$ cat src/rtl/in_wr_controller_fsm_if.sv
// Port bundle for the input-port write stage: upstream beat stream, data FIFO
// write side and the descriptor head presented to the read controller.
interface in_wr_controller_fsm_if #(
  parameter int DATA_WIDTH   = 32,
  parameter int WIDTH_SEL    = 3,
  parameter int WIDTH_LENGTH = 6
);
  logic                    rx_valid;
  logic                    rx_ready;
  logic                    rx_sop;
  logic                    rx_eop;
  logic                    rx_err;
  logic [DATA_WIDTH-1:0]   rx_data;
  logic [WIDTH_SEL-1:0]    rx_dest;
  logic                    fifo_full;
  logic                    fifo_wr_en;
  logic [DATA_WIDTH-1:0]   fifo_wr_data;
  logic                    start;
  logic [WIDTH_SEL-1:0]    rx_out;
  logic [WIDTH_LENGTH-1:0] data_length;
  logic                    error_out;
  logic                    desc_ack;

  modport slave (
    input  rx_valid, rx_sop, rx_eop, rx_err, rx_data, rx_dest, fifo_full, desc_ack,
    output rx_ready, fifo_wr_en, fifo_wr_data, start, rx_out, data_length, error_out
  );

  modport master (
    output rx_valid, rx_sop, rx_eop, rx_err, rx_data, rx_dest, fifo_full, desc_ack,
    input  rx_ready, fifo_wr_en, fifo_wr_data, start, rx_out, data_length, error_out
  );
endinterface

$ cat src/rtl/in_wr_controller_fsm.sv
// Input-port write stage: writes frame words into the data FIFO and queues a
// {dest, length, error} descriptor per frame. Runt marking: IN_WR_RUNT_DROP_EN.
module in_wr_controller_fsm #(
  parameter int DATA_WIDTH      = 32,
  parameter int PORT_NUB_TOTAL  = 8,
  parameter int DATA_LENGTH_MAX = 64,
  parameter int DESC_DEPTH      = 4
`ifdef IN_WR_RUNT_DROP_EN
  ,
  parameter int MIN_LENGTH      = 4
`endif
) (
  input logic                   clk,
  input logic                   rst_n,
  in_wr_controller_fsm_if.slave bus
);

  localparam int WIDTH_SEL    = $clog2(PORT_NUB_TOTAL);
  localparam int WIDTH_LENGTH = $clog2(DATA_LENGTH_MAX);
  localparam int PTR_WIDTH    = $clog2(DESC_DEPTH);
  localparam int ENTRY_WIDTH  = WIDTH_SEL + WIDTH_LENGTH + 1;

  localparam logic [WIDTH_LENGTH-1:0] LEN_ONE = WIDTH_LENGTH'(1);
  localparam logic [WIDTH_LENGTH-1:0] LEN_PRE = WIDTH_LENGTH'(DATA_LENGTH_MAX - 2);
`ifdef IN_WR_RUNT_DROP_EN
  localparam logic [WIDTH_LENGTH-1:0] LEN_MIN = WIDTH_LENGTH'(MIN_LENGTH);
`endif

  typedef enum logic [1:0] {
    IDLE,
    RECV,
    DROP,
    COMMIT
  } state_t;

  state_t                  state_q, state_d;
  logic [WIDTH_LENGTH-1:0] len_q, len_d;
  logic [WIDTH_SEL-1:0]    dest_q, dest_d;
  logic                    err_q, err_d;
  logic                    readyEn_q;

  logic [PTR_WIDTH:0]      wrPtr_q, wrPtr_d;
  logic [PTR_WIDTH:0]      rdPtr_q, rdPtr_d;
  logic [ENTRY_WIDTH-1:0]  descMem_q [DESC_DEPTH];

  logic                    rxReady;
  logic                    wrEn;
  logic                    push;
  logic                    pop;
  logic                    descEmpty;
  logic                    descFull;
  logic                    commitErr;
  logic [ENTRY_WIDTH-1:0]  headEntry;
  logic [DATA_WIDTH-1:0]   wrData;

  // Extra wrap bit distinguishes a full queue from an empty one.
  assign descEmpty = (wrPtr_q == rdPtr_q);
  assign descFull  = (wrPtr_q[PTR_WIDTH] != rdPtr_q[PTR_WIDTH]) &&
                     (wrPtr_q[PTR_WIDTH-1:0] == rdPtr_q[PTR_WIDTH-1:0]);

  always_comb begin
    state_d = state_q;
    len_d   = len_q;
    dest_d  = dest_q;
    err_d   = err_q;
    rxReady = 1'b0;
    wrEn    = 1'b0;
    push    = 1'b0;
    unique case (state_q)
      IDLE: begin
        // readyEn_q keeps rx_ready low while in reset and for the first cycle after it.
        rxReady = readyEn_q & ~bus.fifo_full & ~descFull;
        if (rxReady && bus.rx_valid && bus.rx_sop) begin
          wrEn    = 1'b1;
          len_d   = LEN_ONE;
          dest_d  = bus.rx_dest;
          err_d   = bus.rx_eop & bus.rx_err;
          state_d = bus.rx_eop ? COMMIT : RECV;
        end
      end
      RECV: begin
        rxReady = ~bus.fifo_full;
        if (rxReady && bus.rx_valid) begin
          wrEn  = 1'b1;
          len_d = len_q + LEN_ONE;
          err_d = err_q | bus.rx_sop | (bus.rx_eop & bus.rx_err);
          if (bus.rx_eop) begin
            state_d = COMMIT;
          end else if (len_q == LEN_PRE) begin
            err_d   = 1'b1;
            state_d = DROP;
          end
        end
      end
      DROP: begin
        rxReady = 1'b1;
        if (bus.rx_valid && bus.rx_eop) begin
          state_d = COMMIT;
        end
      end
      COMMIT: begin
        push    = 1'b1;
        state_d = IDLE;
      end
      default: begin
        state_d = IDLE;
      end
    endcase
  end

`ifdef IN_WR_RUNT_DROP_EN
  assign commitErr = err_q | (len_q < LEN_MIN);
`else
  assign commitErr = err_q;
`endif

  assign pop     = bus.desc_ack & ~descEmpty;
  assign wrPtr_d = push ? wrPtr_q + 1'b1 : wrPtr_q;
  assign rdPtr_d = pop  ? rdPtr_q + 1'b1 : rdPtr_q;

  always_ff @(posedge clk or negedge rst_n) begin
    if (!rst_n) begin
      state_q   <= IDLE;
      len_q     <= '0;
      dest_q    <= '0;
      err_q     <= 1'b0;
      readyEn_q <= 1'b0;
      wrPtr_q   <= '0;
      rdPtr_q   <= '0;
    end else begin
      state_q   <= state_d;
      len_q     <= len_d;
      dest_q    <= dest_d;
      err_q     <= err_d;
      readyEn_q <= 1'b1;
      wrPtr_q   <= wrPtr_d;
      rdPtr_q   <= rdPtr_d;
    end
  end

  // Entry storage needs no reset: the head is masked whenever the queue is empty.
  always_ff @(posedge clk) begin
    if (push) begin
      descMem_q[wrPtr_q[PTR_WIDTH-1:0]] <= {dest_q, len_q, commitErr};
    end
  end

  assign headEntry = descMem_q[rdPtr_q[PTR_WIDTH-1:0]];
  assign wrData    = bus.rx_data;

  assign bus.rx_ready     = rxReady;
  assign bus.fifo_wr_en   = wrEn;
  assign bus.fifo_wr_data = wrData;
  assign bus.start        = ~descEmpty;
  assign bus.rx_out       = descEmpty ? '0 : headEntry[ENTRY_WIDTH-1 -: WIDTH_SEL];
  assign bus.data_length  = descEmpty ? '0 : headEntry[WIDTH_LENGTH:1];
  assign bus.error_out    = descEmpty ? 1'b0 : headEntry[0];

endmodule

$ cat src/flat_wrapper.sv
// flat-port wrapper written by rule: the top's interface ports become plain ports
module in_wr_controller_fsm_flat 
#(
  parameter int DATA_WIDTH      = 32,
  parameter int PORT_NUB_TOTAL  = 8,
  parameter int DATA_LENGTH_MAX = 64,
  parameter int DESC_DEPTH      = 4

)
  (clk, rst_n, bus_rx_valid, bus_rx_sop, bus_rx_eop, bus_rx_err, bus_rx_data, bus_rx_dest, bus_fifo_full, bus_desc_ack, bus_rx_ready, bus_fifo_wr_en, bus_fifo_wr_data, bus_start, bus_rx_out, bus_data_length, bus_error_out);
  in_wr_controller_fsm_if #(.DATA_WIDTH(DATA_WIDTH), .WIDTH_SEL((3)), .WIDTH_LENGTH((6))) bus_i ();
  input logic clk;
  input logic rst_n;
  input wire logic [$bits(bus_i.rx_valid)-1:0] bus_rx_valid;
  input wire logic [$bits(bus_i.rx_sop)-1:0] bus_rx_sop;
  input wire logic [$bits(bus_i.rx_eop)-1:0] bus_rx_eop;
  input wire logic [$bits(bus_i.rx_err)-1:0] bus_rx_err;
  input wire logic [$bits(bus_i.rx_data)-1:0] bus_rx_data;
  input wire logic [$bits(bus_i.rx_dest)-1:0] bus_rx_dest;
  input wire logic [$bits(bus_i.fifo_full)-1:0] bus_fifo_full;
  input wire logic [$bits(bus_i.desc_ack)-1:0] bus_desc_ack;
  output wire logic [$bits(bus_i.rx_ready)-1:0] bus_rx_ready;
  output wire logic [$bits(bus_i.fifo_wr_en)-1:0] bus_fifo_wr_en;
  output wire logic [$bits(bus_i.fifo_wr_data)-1:0] bus_fifo_wr_data;
  output wire logic [$bits(bus_i.start)-1:0] bus_start;
  output wire logic [$bits(bus_i.rx_out)-1:0] bus_rx_out;
  output wire logic [$bits(bus_i.data_length)-1:0] bus_data_length;
  output wire logic [$bits(bus_i.error_out)-1:0] bus_error_out;
  assign bus_i.rx_valid = bus_rx_valid;
  assign bus_i.rx_sop = bus_rx_sop;
  assign bus_i.rx_eop = bus_rx_eop;
  assign bus_i.rx_err = bus_rx_err;
  assign bus_i.rx_data = bus_rx_data;
  assign bus_i.rx_dest = bus_rx_dest;
  assign bus_i.fifo_full = bus_fifo_full;
  assign bus_i.desc_ack = bus_desc_ack;
  assign bus_rx_ready = bus_i.rx_ready;
  assign bus_fifo_wr_en = bus_i.fifo_wr_en;
  assign bus_fifo_wr_data = bus_i.fifo_wr_data;
  assign bus_start = bus_i.start;
  assign bus_rx_out = bus_i.rx_out;
  assign bus_data_length = bus_i.data_length;
  assign bus_error_out = bus_i.error_out;
  in_wr_controller_fsm #(.DATA_WIDTH(DATA_WIDTH), .PORT_NUB_TOTAL(PORT_NUB_TOTAL), .DATA_LENGTH_MAX(DATA_LENGTH_MAX), .DESC_DEPTH(DESC_DEPTH)) u_core (.clk(clk), .rst_n(rst_n), .bus(bus_i));
endmodule
$ cat config.mk
export PLATFORM = sky130hd
export DESIGN_NAME = in_wr_controller_fsm_flat
export DESIGN_NICKNAME = d
export VERILOG_FILES = /design/src/rtl/in_wr_controller_fsm_if.sv /design/src/rtl/in_wr_controller_fsm.sv /design/src/flat_wrapper.sv
export SDC_FILE = /design/constraint.sdc
export NUM_CORES = 1
export LEC_CHECK = 0
export CORE_ASPECT_RATIO = 1.75
export CORE_MARGIN = 5
export CORE_UTILIZATION = 30
export CTS_CLUSTER_SIZE = 30
export DETAILED_ROUTE_END_ITERATION = 10
export SYNTH_ARGS = -nofsm -noshare
export SYNTH_HDL_FRONTEND = slang
export SYNTH_SLANG_ARGS = --single-unit
$ cat constraint.sdc
create_clock -name clk -period 2.47 [get_ports clk]
set_clock_uncertainty 0.15 [all_clocks]
set_input_delay 0.494 -clock clk [delete_from_list [all_inputs] [get_ports clk]]
set_output_delay 0.494 -clock clk [all_outputs]
set_load 0.05 [all_outputs]
==> flow_metrics.env <==
export IMPL_status="complete, no violations"
export IMPL_gr_total_overflow=0
export IMPL_cts_buffers=9
export IMPL_async_flop_share_pct=32.2
export IMPL_num_fill_cells=969
export IMPL_synth_ff_type="edfxtp_1"
export IMPL_power_leakage_nw=1.39
export IMPL_ys_ff_latch=59
export IMPL_fp_dieH_um=142
export IMPL_antenna_left=0
export IMPL_globalplace_congestion=0.868
export IMPL_rsz0062_at_grt="false"
export IMPL_worst_skew_pair_late_latency_ns=0.32
export IMPL_multi_input_area_mm2=0.00105
export IMPL_setup_violations=0
export IMPL_hold_path_class="reg2reg"
export IMPL_fin_crit_ns=2.39
export IMPL_routedWlPerCell_um=16.0
export IMPL_arrival_ns=1.75
export IMPL_cts_root_buf="clkbuf_16"
export IMPL_initial_core_util_pct=30.6
export IMPL_globalRouteMet1Util_pct=9.66
export IMPL_hold_violations=0
export IMPL_grt_pass1_vias=1789
export IMPL_drt_iter0_drc=55
export IMPL_grt_pass1_wl_um=9140
export IMPL_cpMaxStageDelayCell="mux4_2"
export IMPL_synth_simple_area_share_pct=11.3
export IMPL_io_buffers=23
export IMPL_grt_use_met2_pct=17.7
export IMPL_holdBufCountCts=0
export IMPL_pin_count=88
export IMPL_final_setup_tns_ns=0
export IMPL_synth_compound_area_share_pct=5.74
export IMPL_synth_top_family_by_area="simple AND/OR/NAND/NOR gates"
export IMPL_slowest_delay_ns=0.49
export IMPL_worstPathCellList="buf_12 > mux4_2 > and2_1 > buf_12"
export IMPL_viasPerCell=4.67
export IMPL_gr_usage_all_layers_pct=10.2
export IMPL_crit_fanout=9
export IMPL_final_cell_mix="edfxtp_1, dfrtp_1, and2_1, buf_4, buf_12"
export IMPL_powerDensity_mw_per_mm2=1520
export IMPL_max_freq_mhz=418
export IMPL_ys_warn_count=0
export IMPL_synth_edff_count=40
export IMPL_crit_top_cell="buf_12"
export IMPL_drive_gt1_share_pct=29.3
export IMPL_synth_xor_area_share_pct=2.62
export IMPL_clk_pin_slew_ns=0.05
export IMPL_syn_inst=216
export IMPL_drv_slew=0
export IMPL_critPathKind="reg2out"
export IMPL_rows=48
export IMPL_drc=0
export IMPL_htreeDepth=3
export IMPL_critPathLaunchType="register"
export IMPL_vias=1653
export IMPL_dp_cells=336
export IMPL_synth_area_per_cell_um2=13.9
export IMPL_die_area_mm2=0.0122
export IMPL_critPathCaptureType="output port"
export IMPL_regArea_mm2=0.00168
export IMPL_coreArea_mm2=0.00985
export IMPL_grt_max_degree=20
export IMPL_die_w_um=85.7
export IMPL_synthDistinctLibCells=45
export IMPL_final_common_cell="edfxtp_1"
export IMPL_dpl_hpwl_um=4140
export IMPL_period_share_pct=96.8
export IMPL_syn_to_final_growth_pct=21.5
export IMPL_syn_cell_area_mm2=0.00301
export IMPL_vdd_drop_max_uv=550
export IMPL_antenna_found_initial=0
export IMPL_cts_tree="done"
export IMPL_syn_nets=270
export IMPL_dp_slack_ns=0.128
export IMPL_power_mw=5.57
export IMPL_max_slew_margin_rel_pct=59.1
export IMPL_tightest_slew_ns=0.614
export IMPL_setup_ws_ns=0.0786
export IMPL_drt_wl_total_um=5660
export IMPL_grt_busiest_layer="met2"
export IMPL_cts_num_sinks=59
export IMPL_drv_cap=0
export IMPL_instances_no_fill=354
export IMPL_grt_use_met3_pct=2.43
export IMPL_synthAdderAreaFrac_pct=4.57
export IMPL_diodes=0
export IMPL_crit_required_ns=1.83
export IMPL_first_pass_iters=4
export IMPL_muxShareOfSynthArea_pct=9.81
export IMPL_cts_path_max_buffers=2
export IMPL_seq_area_frac_synth_pct=55.7
export IMPL_nNetsFinal=278
[area by class of cell]
class                   count  area share, %
flip-flops and latches     59           45.9
multi-input cells         111           28.7
repair buffers             35           12.0
clock buffers              11           6.91
clock inverters             5           1.40
well taps                 125           4.28
inverters                   8          0.821
[state kept, by name, summed over array words and instances (netlist names)]
register	count
u_core.rdPtr_q	3
u_core.len_q	6
u_core.readyEn_q	1
u_core.state_q	2
u_core.wrPtr_q	3
u_core.commitErr	1
u_core.dest_q	3
u_core.descMem_q	40
[cell usage after synthesis, drive strengths merged (2+ instances only)]
| master | count | area share [%] |
|---|---|---|
| o22ai | 2 | 0.62 |
| ha | 11 | 4.6 |
| nand3 | 12 | 2.3 |
| mux4 | 10 | 7.5 |
| o21ai | 5 | 0.83 |
| mux2 | 5 | 2.0 |
| xnor2 | 5 | 1.5 |
| clkbuf | 2 | 0.25 |
| dfrtp | 19 | 16 |
| nor3b | 3 | 0.75 |
| a21boi | 2 | 0.62 |
| buf | 36 | 8.9 |
| edfxtp | 40 | 40 |
| nor4 | 2 | 0.42 |
| nor2 | 4 | 0.50 |
| xor2 | 4 | 1.2 |
| a22o | 3 | 0.87 |
| a21oi | 2 | 0.33 |
| and2 | 14 | 2.9 |
| nor3 | 2 | 0.33 |
| inv | 8 | 1.0 |
| nand2 | 9 | 1.1 |
[final timing paths]
check                                               from                            end  cells after the start  slack (ns)
max                        u_core.rdPtr_q[0]$_DFFE_PN0P_             bus_data_length[0]                      4        0.08
min                        u_core.wrPtr_q[2]$_DFFE_PN0P_  u_core.wrPtr_q[2]$_DFFE_PN0P_                      1        0.33
max reg2reg                u_core.state_q[1]$_DFFE_PN0P_  u_core.state_q[0]$_DFFE_PN0P_                      8        0.42
min reg2reg                u_core.wrPtr_q[2]$_DFFE_PN0P_  u_core.wrPtr_q[2]$_DFFE_PN0P_                      1        0.33
max in group asynchronous                          rst_n  u_core.rdPtr_q[0]$_DFFE_PN0P_                      2        1.60
min in group asynchronous                          rst_n  u_core.rdPtr_q[0]$_DFFE_PN0P_                      2        0.35
[power breakdown]
group          switching, mW  internal (mW)  leakage [nW]
logic                   1.47           1.29         0.641
clock network          0.412          0.826         0.149
registers              0.215           1.36         0.600
total                   2.10           3.48          1.39
[timing repair]
item                                    in CTS  in global routing
hold endpoints to repair                     0                  0
pin swaps                                    0                  0
gates resized for setup                      3                  1
endpoints found under the setup margin      10                 10
buffers inserted                             0                  2
[through the flow]
step           hold slack [ns]  util, %  cell area [um^2]
3_3_place_gp             0.326     33.8              3330
3_5_place_dp             0.329     33.8              3330
2_1_floorplan           0.0484        -              3030
5_1_grt                  0.359     37.1              3660
6_report                 0.334     37.1              3660
4_1_cts                  0.337     37.0              3640
[layer usage]
| metal | routed length [um] | part of all wire (%) | vias to the layer above |
|---|---|---|---|
| li1 | - | - | 768 |
| met1 | 2070 | 36 | 808 |
| met2 | 3040 | 54 | 42 |
| met3 | 240 | 4.2 | 35 |
| met4 | 316 | 5.6 | 0 |
| met5 | 0 | 0 | - |
[worst max-delay path: cells and delay by family (launching register included)]
family                 cells  cell delay, ns
buffers and inverters      2            0.31
multiplexers               1            0.49
AND/OR/NAND/NOR            1            0.20
flip-flops                 1            0.42
[logic make-up (layout without fill, tap and decap cells)]
family	Yosys count	in the layout
flip-flops	59	59
XOR/XNOR	9	9
AND/OR/NAND/NOR	54	54
buffers and inverters	46	59
other	1	1
multiplexers	16	16
AO/OA/AOI/OAI	20	20
adder cells (fa/ha/maj)	11	11
Power figures use the tool's default switching activity.
